--- config.mk ---
export PLATFORM = sky130hd
export DESIGN_NAME = wgt_fifo_ctrl
export DESIGN_NICKNAME = d
export VERILOG_FILES = /design/src/rtl/wgt_fifo_ctrl.sv
export SDC_FILE = /design/constraint.sdc
export NUM_CORES = 1
export LEC_CHECK = 0
export BUFFER_PORTS_ARGS = -buffer_cell sky130_fd_sc_hd__buf_4
export CAP_MARGIN = 20
export CELL_PAD_IN_SITES_DETAIL_PLACEMENT = 0
export CELL_PAD_IN_SITES_GLOBAL_PLACEMENT = 1
export CORE_MARGIN = 2
export CORE_UTILIZATION = 44
export CTS_CLUSTER_SIZE = 14
export DETAILED_ROUTE_END_ITERATION = 12
export PLACE_DENSITY = 0.93
export SLEW_MARGIN = 20
export SYNTH_ARGS = -nofsm -noshare
export SYNTH_HDL_FRONTEND = slang
export SYNTH_SLANG_ARGS = --single-unit
export TNS_END_PERCENT = 50
--- constraint.sdc ---
create_clock -name clk -period 2.8 [get_ports clk]
set_clock_uncertainty 0.05 [all_clocks]
set_input_delay 0.42 -clock clk [delete_from_list [all_inputs] [get_ports clk]]
set_output_delay 0.42 -clock clk [all_outputs]
set_load 0.1 [all_outputs]
--- src/rtl/wgt_fifo_ctrl.sv ---
// Weight FIFO sequencer. Clears the FIFOs, loads one tile, then replays it
// cfg_num_pass times with a one-cycle-per-lane diagonal read skew.

module wgt_fifo_lane (
  input  logic clk,
  input  logic rst,
  input  logic prev_i,
  input  logic act_i,
  output logic en_d_o,
  output logic en_q_o
);
  assign en_d_o = prev_i & act_i;

  always_ff @(posedge clk) begin
    if (rst) en_q_o <= 1'b0;
    else     en_q_o <= en_d_o;
  end
endmodule

module wgt_fifo_ctrl #(
  parameter int NUM_FIFO          = 16,
  parameter int MAX_WGT_FIFO_SIZE = 4608,
  parameter int LEN_WIDTH         = 13,
  parameter int PASS_WIDTH        = 8
) (
  input  logic                  clk,
  input  logic                  rst,
  input  logic                  cfg_start,
  input  logic [4:0]            cfg_num_filter,
  input  logic [LEN_WIDTH-1:0]  cfg_wgt_len,
  input  logic [PASS_WIDTH-1:0] cfg_num_pass,
  input  logic                  wgt_valid,
  output logic                  wgt_ready,
  input  logic                  compute_ready,
  output logic                  wr_clr,
  output logic                  rd_clr,
  output logic                  wr_en,
  output logic [NUM_FIFO-1:0]   rd_en,
  output logic [4:0]            read_wgt_size,
  output logic                  pass_done,
  output logic                  done,
  output logic                  busy
);
  typedef enum logic [2:0] {
    IDLE, CLEAR, LOAD, WAIT_PASS, READ, DRAIN, REWIND, DONE
  } state_e;

  state_e                state_q;
  logic [4:0]            nf_q;
  logic [LEN_WIDTH-1:0]  len_q, wr_cnt_q, rd_cnt_q;
  logic [PASS_WIDTH-1:0] npass_q, pass_cnt_q;
  logic                  wgt_ready_q, wr_clr_q, rd_clr_q, pass_done_q, done_q, busy_q;
  logic [NUM_FIFO-1:0]   rd_en_q, rd_en_d, lane_act;
  logic [NUM_FIFO:0]     chain;
  logic                  base_d;

  // Base enable feeding lane 0; each later lane is lane-1 delayed one cycle.
  assign base_d = (state_q == WAIT_PASS && compute_ready) ||
                  (state_q == READ && rd_cnt_q != len_q);
  assign chain  = {rd_en_q, base_d};

  for (genvar g = 0; g < NUM_FIFO; g++) begin : g_lane
    localparam logic [4:0] LANE = 5'(g);
    assign lane_act[g] = (LANE < nf_q);
    wgt_fifo_lane u_lane (
      .clk    (clk),
      .rst    (rst),
      .prev_i (chain[g]),
      .act_i  (lane_act[g]),
      .en_d_o (rd_en_d[g]),
      .en_q_o (rd_en_q[g])
    );
  end

  always_ff @(posedge clk) begin
    if (rst) begin
      state_q     <= IDLE;
      nf_q        <= 5'(NUM_FIFO);
      len_q       <= '0;
      npass_q     <= '0;
      wr_cnt_q    <= '0;
      rd_cnt_q    <= '0;
      pass_cnt_q  <= '0;
      wgt_ready_q <= 1'b0;
      wr_clr_q    <= 1'b0;
      rd_clr_q    <= 1'b0;
      pass_done_q <= 1'b0;
      done_q      <= 1'b0;
      busy_q      <= 1'b0;
    end else begin
      wr_clr_q    <= 1'b0;
      rd_clr_q    <= 1'b0;
      pass_done_q <= 1'b0;
      done_q      <= 1'b0;
      case (state_q)
        IDLE: if (cfg_start) begin
          nf_q       <= (cfg_num_filter == '0 || cfg_num_filter > 5'(NUM_FIFO))
                        ? 5'(NUM_FIFO) : cfg_num_filter;
          len_q      <= (cfg_wgt_len > LEN_WIDTH'(MAX_WGT_FIFO_SIZE))
                        ? LEN_WIDTH'(MAX_WGT_FIFO_SIZE) : cfg_wgt_len;
          npass_q    <= (cfg_num_pass == '0) ? PASS_WIDTH'(1) : cfg_num_pass;
          wr_cnt_q   <= '0;
          pass_cnt_q <= '0;
          busy_q     <= 1'b1;
          wr_clr_q   <= 1'b1;
          rd_clr_q   <= 1'b1;
          state_q    <= CLEAR;
        end
        CLEAR: if (len_q == '0) begin
          done_q  <= 1'b1;
          state_q <= DONE;
        end else begin
          wgt_ready_q <= 1'b1;
          state_q     <= LOAD;
        end
        LOAD: if (wgt_valid) begin
          wr_cnt_q <= wr_cnt_q + LEN_WIDTH'(1);
          if (wr_cnt_q == len_q - LEN_WIDTH'(1)) begin
            wgt_ready_q <= 1'b0;
            state_q     <= WAIT_PASS;
          end
        end
        WAIT_PASS: if (compute_ready) begin
          rd_cnt_q <= LEN_WIDTH'(1);
          state_q  <= READ;
        end
        READ: if (rd_cnt_q != len_q) begin
          rd_cnt_q <= rd_cnt_q + LEN_WIDTH'(1);
        end else begin
          // With a single lane the chain is already empty on the last base cycle.
          if (rd_en_d == '0) pass_done_q <= 1'b1;
          state_q <= DRAIN;
        end
        DRAIN: if (pass_done_q) begin
          if (pass_cnt_q == npass_q - PASS_WIDTH'(1)) begin
            done_q  <= 1'b1;
            state_q <= DONE;
          end else begin
            pass_cnt_q <= pass_cnt_q + PASS_WIDTH'(1);
            rd_clr_q   <= 1'b1;
            state_q    <= REWIND;
          end
        end else if (rd_en_d == '0) begin
          pass_done_q <= 1'b1;
        end
        REWIND: state_q <= WAIT_PASS;
        DONE: begin
          busy_q  <= 1'b0;
          state_q <= IDLE;
        end
        default: state_q <= IDLE;
      endcase
    end
  end

  assign wgt_ready     = wgt_ready_q;
  assign wr_en         = wgt_valid & wgt_ready_q;
  assign wr_clr        = wr_clr_q;
  assign rd_clr        = rd_clr_q;
  assign rd_en         = rd_en_q;
  assign read_wgt_size = nf_q;
  assign pass_done     = pass_done_q;
  assign done          = done_q;
  assign busy          = busy_q;
endmodule

==> impl_summary.txt, run 1 <==
----------------------------------------------------
[Floorplanning]
  Die span in y ... 108 um
  Initial cell density of the core ... 0.447
  Number of ports placed on the die boundary ... 59
  Die Area ... 11,800 um^2
  Count of standard-cell rows ... 38
  CORE AREA ... 10,700 um^2
  Die span in x ... 108 um

[Worst setup path]
  Arrival time of the worst setup path ... 2.80 ns
  Endpoint kind of the worst setup timing path ... flip-flop
  Critical path launch point type ... flip-flop
  Kind of critical path ... flip-flop to flip-flop
  Worst endpoint required time ... 3.02 ns
  Max Fanout on Critical Path ... 4

[Synthesis]
  Most frequently used cell type in the post-synthesis netlist ... sky130_fd_sc_hd__dfxtp_1
  Main area contributors after synthesis ... sky130_fd_sc_hd__dfxtp_1 (35%), sky130_fd_sc_hd__xnor2_1 (7.3%), sky130_fd_sc_hd__nor2_1 (4.4%)
  Syn_nets ... 625
  Leading area contributor after synthesis ... sky130_fd_sc_hd__dfxtp_1
  Proportion of synthesized chip area in sequential cells ... 0.355
  Yosys reg bits ... 85
  Dominant register cell in the synthesized netlist ... sky130_fd_sc_hd__dfxtp_1
  Synthesized area ... 4800 um^2
  Gate count after technology mapping ... 583
  Number of enable-type register cells in the synthesized netlist ... 0
  Count of distinct cell types in the synthesized netlist ... 63
  Share of flip-flops with an asynchronous set or reset ... 0
  Top post-synthesis cells by count ... sky130_fd_sc_hd__dfxtp_1 (85), sky130_fd_sc_hd__nor2_1 (56), sky130_fd_sc_hd__nand2_1 (49)
  Synthesized area per cell ... 8.23 um^2
  Share of the synthesized area in the top cell type ... 0.355
  Warning count from the yosys run ... 0

[Clocking]
  TritonCTS Buffers ... 9
  Clock transition at path regs ... 0.09 ns
  Clock Path Buffers ... 2
  Clk sink count ... 85
  Clock latency at the later pin of the worst-skew pair ... 0.36 ns
  CTS tree ... built
  Post-CTS setup repair buffer count ... 0
  # H-tree levels ... 3
  Clk root buf ... sky130_fd_sc_hd__clkbuf_8

[Timing]
  Setup repair after global routing missed its margin ... false
  Count of endpoints failing setup in the final report ... 0
  Maximum frequency from static timing analysis ... 0.387 GHz
  Hold Slack ... 0.222 ns
  Shortest clock period the worst path allows after layout ... 2.59 ns
  Count of final hold-check violations ... 0
  Measured slew at the worst slew-check pin ... 0.664 ns
  Tightest slew margin relative to the limit ... 0.556
  Final Worst Setup Slack ... 0.215 ns
  Share of the clock period used by the worst path ... 0.923
  Number of pins with negative max-slew slack in the final report ... 0
  Final setup TNS ... 0 ns

[Finish]
  NumNets Final ... 650
  Antenna cell count ... 0
  Fin cells ... 752
  Signed area change from the synthesized netlist to the final layout ... 13.4%
  Share of cells above drive strength 1 ... 0.154

[Drt]
  Routed vias/inst ... 5.66
  Detailed-routing iteration count for the pre-antenna-repair pass ... 4
  Post-route antenna net violation count ... 0
  Wire length per cell after detailed routing ... 15.2 um
  Post-Route WL ... 11,400 um
  Total via count after detailed routing ... 4,260
  Number of design rule violations left after detail routing ... 0
  Number of DRC markers in iteration 0 ... 265

[GRT]
  First-pass GRT wire length ... 19,400 um
  Maximum number of pins on one net before global-route repair ... 57
  Initial antenna violation count ... 0
  Total Routing Usage GR ... 0.204
  GRT overflow ... 0
  Via count of the first global-routing pass ... 4,148

[Placed design]
  Half-perimeter wire length of the detailed placement result ... 8310 um
  Number of input and output port buffers inserted ... 58
  Number of placed instances with taps included ... 737
  Final weighted congestion of routability-driven global placement ... 0.925
  Pre-CTS worst setup slack ... 0.191 ns

[Power]
  Pwr Total ... 4.09 mW
  Cell Pwr Density ... 753 nW/um^2
  Leakage power summed over all cells ... 2.10 nW
  Peak VDD IR ... 0.418 mV

[Flow run]
  Number of violations of the max-capacitance limit ... 0

[Worst hold path]
  Hold/Removal Path Class ... input pin to flip-flop

[Run status]
  Result of the run ... finished, final reports clean

----------------------------------------------------
## final cells by class
class | count | area, um^2
clock buffer | 10 | 138
clock inverter | 5 | 82.6
fill | 1060 | 5310
inverter | 9 | 33.8
multi-input combinational | 435 | 2800
sequential | 85 | 1700
tap | 140 | 175
timing repair buffer | 68 | 510
## critical path, cell delays in order (launching register included)
cell and delay [ns]:
sky130_fd_sc_hd__dfxtp_1 0.35, sky130_fd_sc_hd__or3_4 0.41, sky130_fd_sc_hd__or4_4 0.49, sky130_fd_sc_hd__a2111oi_2 0.46
sky130_fd_sc_hd__nand3_1 0.16, sky130_fd_sc_hd__nor3_1 0.19, sky130_fd_sc_hd__a211oi_1 0.09, sky130_fd_sc_hd__a211oi_1 0.29
## routing by layer
| metal | track usage | up-vias | routed length (um) |
|---|---|---|---|
| met5 | 0 | - | 0 |
| met3 | 0.0446 | 17 | 454 |
| met2 | 0.346 | 94 | 5620 |
| li1 | - | 2111 | - |
| met4 | 0.0769 | 0 | 211 |
| met1 | 0.252 | 2038 | 5140 |
## cells in the final DEF (no fill, tap or decap), types with 3 or more instances in the layout
| master | instances |
|---|---|
| sky130_fd_sc_hd__clkbuf_8 | 10 |
| sky130_fd_sc_hd__and3_1 | 6 |
| sky130_fd_sc_hd__o21ai_0 | 11 |
| sky130_fd_sc_hd__o21a_1 | 4 |
| sky130_fd_sc_hd__nor3b_1 | 11 |
| sky130_fd_sc_hd__nor4_1 | 10 |
| sky130_fd_sc_hd__buf_4 | 68 |
| sky130_fd_sc_hd__a41oi_1 | 4 |
| sky130_fd_sc_hd__nand2_1 | 49 |
| sky130_fd_sc_hd__a21oi_1 | 39 |
| sky130_fd_sc_hd__o22ai_1 | 4 |
| sky130_fd_sc_hd__ha_1 | 11 |
| sky130_fd_sc_hd__nand3b_1 | 6 |
| sky130_fd_sc_hd__o31ai_1 | 3 |
| sky130_fd_sc_hd__a22o_1 | 10 |
| sky130_fd_sc_hd__dfxtp_1 | 85 |
| sky130_fd_sc_hd__mux2i_1 | 4 |
| sky130_fd_sc_hd__or4_1 | 3 |
| sky130_fd_sc_hd__xnor2_1 | 40 |
| sky130_fd_sc_hd__or3_1 | 8 |
| sky130_fd_sc_hd__a211oi_1 | 11 |
| sky130_fd_sc_hd__nand2b_1 | 7 |
| sky130_fd_sc_hd__and4_1 | 4 |
| sky130_fd_sc_hd__xor2_1 | 23 |
| sky130_fd_sc_hd__nand3_1 | 21 |
| sky130_fd_sc_hd__nor2b_1 | 10 |
| sky130_fd_sc_hd__nor3_1 | 15 |
| sky130_fd_sc_hd__a2111oi_0 | 4 |
| sky130_fd_sc_hd__nor2_1 | 56 |
| sky130_fd_sc_hd__nor4b_1 | 3 |
| sky130_fd_sc_hd__nand4_1 | 14 |
| sky130_fd_sc_hd__a31oi_1 | 9 |
| sky130_fd_sc_hd__inv_1 | 9 |
## repair_timing
action	CTS	global route
endpoints found under the setup margin	0	1
hold endpoints to repair	0	0
hold buffers	0	0
gates resized for setup	0	1
## cells by family (layout without fill, tap and decap cells)
kind of cell,Yosys count,in the layout,synth area share
and+or+nand+nor,234,234,0.255
AOI/OAI and AO/OA,123,123,0.175
DFF,85,85,0.355
xor gates and xnor gates,63,63,0.115
buffers and inverters,63,92,0.0636
adders and majority gates,11,11,0.0287
muxes,4,4,0.00834
## metrics by stage
| step | util | cell area, um^2 |
|---|---|---|
| finish | 0.506 | 5440 |
| global route | 0.506 | 5440 |
| CTS | 0.506 | 5430 |
| detailed placement | 0.485 | 5210 |
| global placement | 0.485 | 5210 |
| floorplan | - | 4800 |
## final timing paths
kind / start / endpoint / slack, ns / cells after the start
setup reg to reg: npass_q[0] / state_q[0] / 0.21 / 7
hold / removal: cfg_wgt_len[0] / len_q[0] / 0.22 / 2
setup / recovery: npass_q[0] / state_q[0] / 0.21 / 7
hold reg to reg: busy / busy / 0.43 / 2
## registers in the layout, indices dropped and copies added (netlist names), 3 cells and up
register,count
rd_cnt_q,13
state_q,3
read_wgt_size,5
npass_q,8
g_lane.u_lane.en_q_o,16
len_q,13
wr_cnt_q,13
pass_cnt_q,8
## where the power goes
part / internal [mW] / switching (mW)
combinational: 0.599 / 1.03
clock: 0.525 / 0.452
sequential: 1.31 / 0.178
Note: power is estimated with default switching activity, not from simulation.
==> run 2: changes to the inputs <==
PLACE_DENSITY = default   (was 0.93)
PLACE_DENSITY_LB_ADDON = 0.3   (was default)
==> run 2 against run 1 <==
Clock power is 5% higher. Non-clock buffer count is 2 higher. First-iteration DRC count is 29% lower. Largest power group unchanged. Largest cell class unchanged.
==> impl_summary.txt, run 2 (synthesis results as in run 1) <==
----------------------------------------------------
[Run status]
  Result of the run ... finished, final reports clean

[Finish]
  Most common cell after layout, fill and taps aside ... sky130_fd_sc_hd__dfxtp_1
  Post-Route Utilization ... 0.510
  NumNets Final ... 652
  Commonest cells after routing, fill and taps aside ... sky130_fd_sc_hd__dfxtp_1 (85), sky130_fd_sc_hd__buf_4 (70), sky130_fd_sc_hd__nor2_1 (56)
  Flip-flop count of the largest register after layout ... 16
  Register with the most flip-flops ... g_lane.u_lane.en_q_o
  Signed area change from the synthesized netlist to the final layout ... 14.3%
  Filler instances ... 1,052
  Antenna cell count ... 0
  Share of cells above drive strength 1 ... 0.158

[Timing]
  Shortest clock period the worst path allows after layout ... 2.56 ns
  Count of endpoints failing setup in the final report ... 0
  Number of pins with negative max-slew slack in the final report ... 0
  Setup repair after global routing missed its margin ... false
  Count of final hold-check violations ... 0
  Share of the clock period used by the worst path ... 0.914
  Measured slew at the worst slew-check pin ... 0.687 ns
  Maximum frequency from static timing analysis ... 0.391 GHz
  Tightest slew margin relative to the limit ... 0.541
  Final setup TNS ... 0 ns

[Worst setup path]
  Max Fanout on Critical Path ... 8
  Worst endpoint required time ... 3.04 ns
  Kind of critical path ... flip-flop to flip-flop
  Endpoint kind of the worst setup timing path ... flip-flop
  Ordered cell list for the critical path ... or3_4, or4_4, a2111oi_2, o2111a_2, o21ai_4, a31oi_1, a41o_1
  Stage delay of the slowest cell on the critical path ... 0.48 ns
  Arrival time of the worst setup path ... 2.80 ns
  Critical path launch point type ... flip-flop
  R2R Setup Slk ... 0.24 ns
  Slowest-stage cell, CP ... sky130_fd_sc_hd__or4_4

[Clocking]
  # H-tree levels ... 3
  Post-CTS setup repair buffer count ... 0
  TritonCTS Buffers ... 9
  Clock Path Buffers ... 2
  Clock latency at the later pin of the worst-skew pair ... 0.35 ns
  Clk sink count ... 85
  Clk root buf ... sky130_fd_sc_hd__clkbuf_8
  Clock transition at path regs ... 0.09 ns
  CTS tree ... built

[Power]
  Cell Pwr Density ... 762 nW/um^2
  Pwr Total ... 4.18 mW
  Peak VDD IR ... 0.306 mV
  Leakage power summed over all cells ... 2.12 nW

[Drt]
  Number of DRC markers in iteration 0 ... 189
  Wire length per cell after detailed routing ... 15.3 um
  Post-Route WL ... 11,600 um
  Number of design rule violations left after detail routing ... 0
  Total via count after detailed routing ... 4,212
  Routed vias/inst ... 5.58
  Detailed-routing iteration count for the pre-antenna-repair pass ... 4
  Post-route antenna net violation count ... 0

[GRT]
  Via count of the first global-routing pass ... 4,006
  First-pass GRT wire length ... 19,400 um
  Initial antenna violation count ... 0
  Total Routing Usage GR ... 0.205
  Maximum number of pins on one net before global-route repair ... 31
  GRT overflow ... 0

[Floorplanning]
  Die span in y ... 108 um
  Number of ports placed on the die boundary ... 59
  Initial cell density of the core ... 0.447
  Die span in x ... 108 um
  Die Area ... 11,800 um^2
  Count of standard-cell rows ... 38
  CORE AREA ... 10,700 um^2

[Worst hold path]
  Hold/Removal Path Class ... input pin to flip-flop

[Flow run]
  Number of violations of the max-capacitance limit ... 0

[Placed design]
  Half-perimeter wire length of the detailed placement result ... 8500 um
  Final weighted congestion of routability-driven global placement ... 0.913
  Number of input and output port buffers inserted ... 58

----------------------------------------------------
-- run 2: area by class of cell --
class / count / area [um^2] / share of cell area
repair buffers: 70 / 526 / 0.0958
well taps: 140 / 175 / 0.0319
flip-flops and latches: 85 / 1700 / 0.310
multi-input cells: 435 / 2810 / 0.512
inverters: 9 / 33.8 / 0.00616
clock inverters: 6 / 111 / 0.0203
clock buffers: 10 / 128 / 0.0233
-- run 2: final timing paths --
kind / start / endpoint / depth (start not counted)
setup / recovery: npass_q[0] / pass_cnt_q[5] / 7
hold reg to reg: busy / busy / 2
hold / removal: cfg_wgt_len[0] / len_q[0] / 2
setup reg to reg: npass_q[0] / pass_cnt_q[5] / 7
-- run 2: worst max-delay path, delay by kind of cell (launching register included) --
kind / cells / cell delay, ns
AOI/OAI and AO/OA: 5 / 1.22
and+or+nand+nor: 2 / 0.89
DFF: 1 / 0.36
-- run 2: stage by stage --
stage                     hold WS, ns  area (um^2)  setup slack [ns]  instances
after floorplan                 0.379         4800             0.387        583
final                           0.227         5480             0.241        755
after detailed placement        0.407         5230             0.252        739
after global routing            0.200         5480            0.0211        755
after CTS                       0.204         5470             0.229        755
after global placement          0.397         5230             0.303        739
-- run 2: metal layers --
layer | GRT usage | part of all wire | vias to the layer above
met4 | 0.0623 | 0.019 | 0
met1 | 0.253 | 0.44 | 1989
met3 | 0.0440 | 0.037 | 20
met5 | 0 | 0 | -
met2 | 0.357 | 0.50 | 82
li1 | - | - | 2121
-- run 2: power breakdown --
group          leakage, nW  switching [mW]  internal, mW
clock                0.116           0.441         0.593
sequential           0.689           0.188          1.31
combinational         1.31            1.02         0.618
-- run 2: what timing repair did --
action,in CTS,in global routing
resized for setup,0,3
endpoints found under the setup margin,0,3
hold buffers,0,0
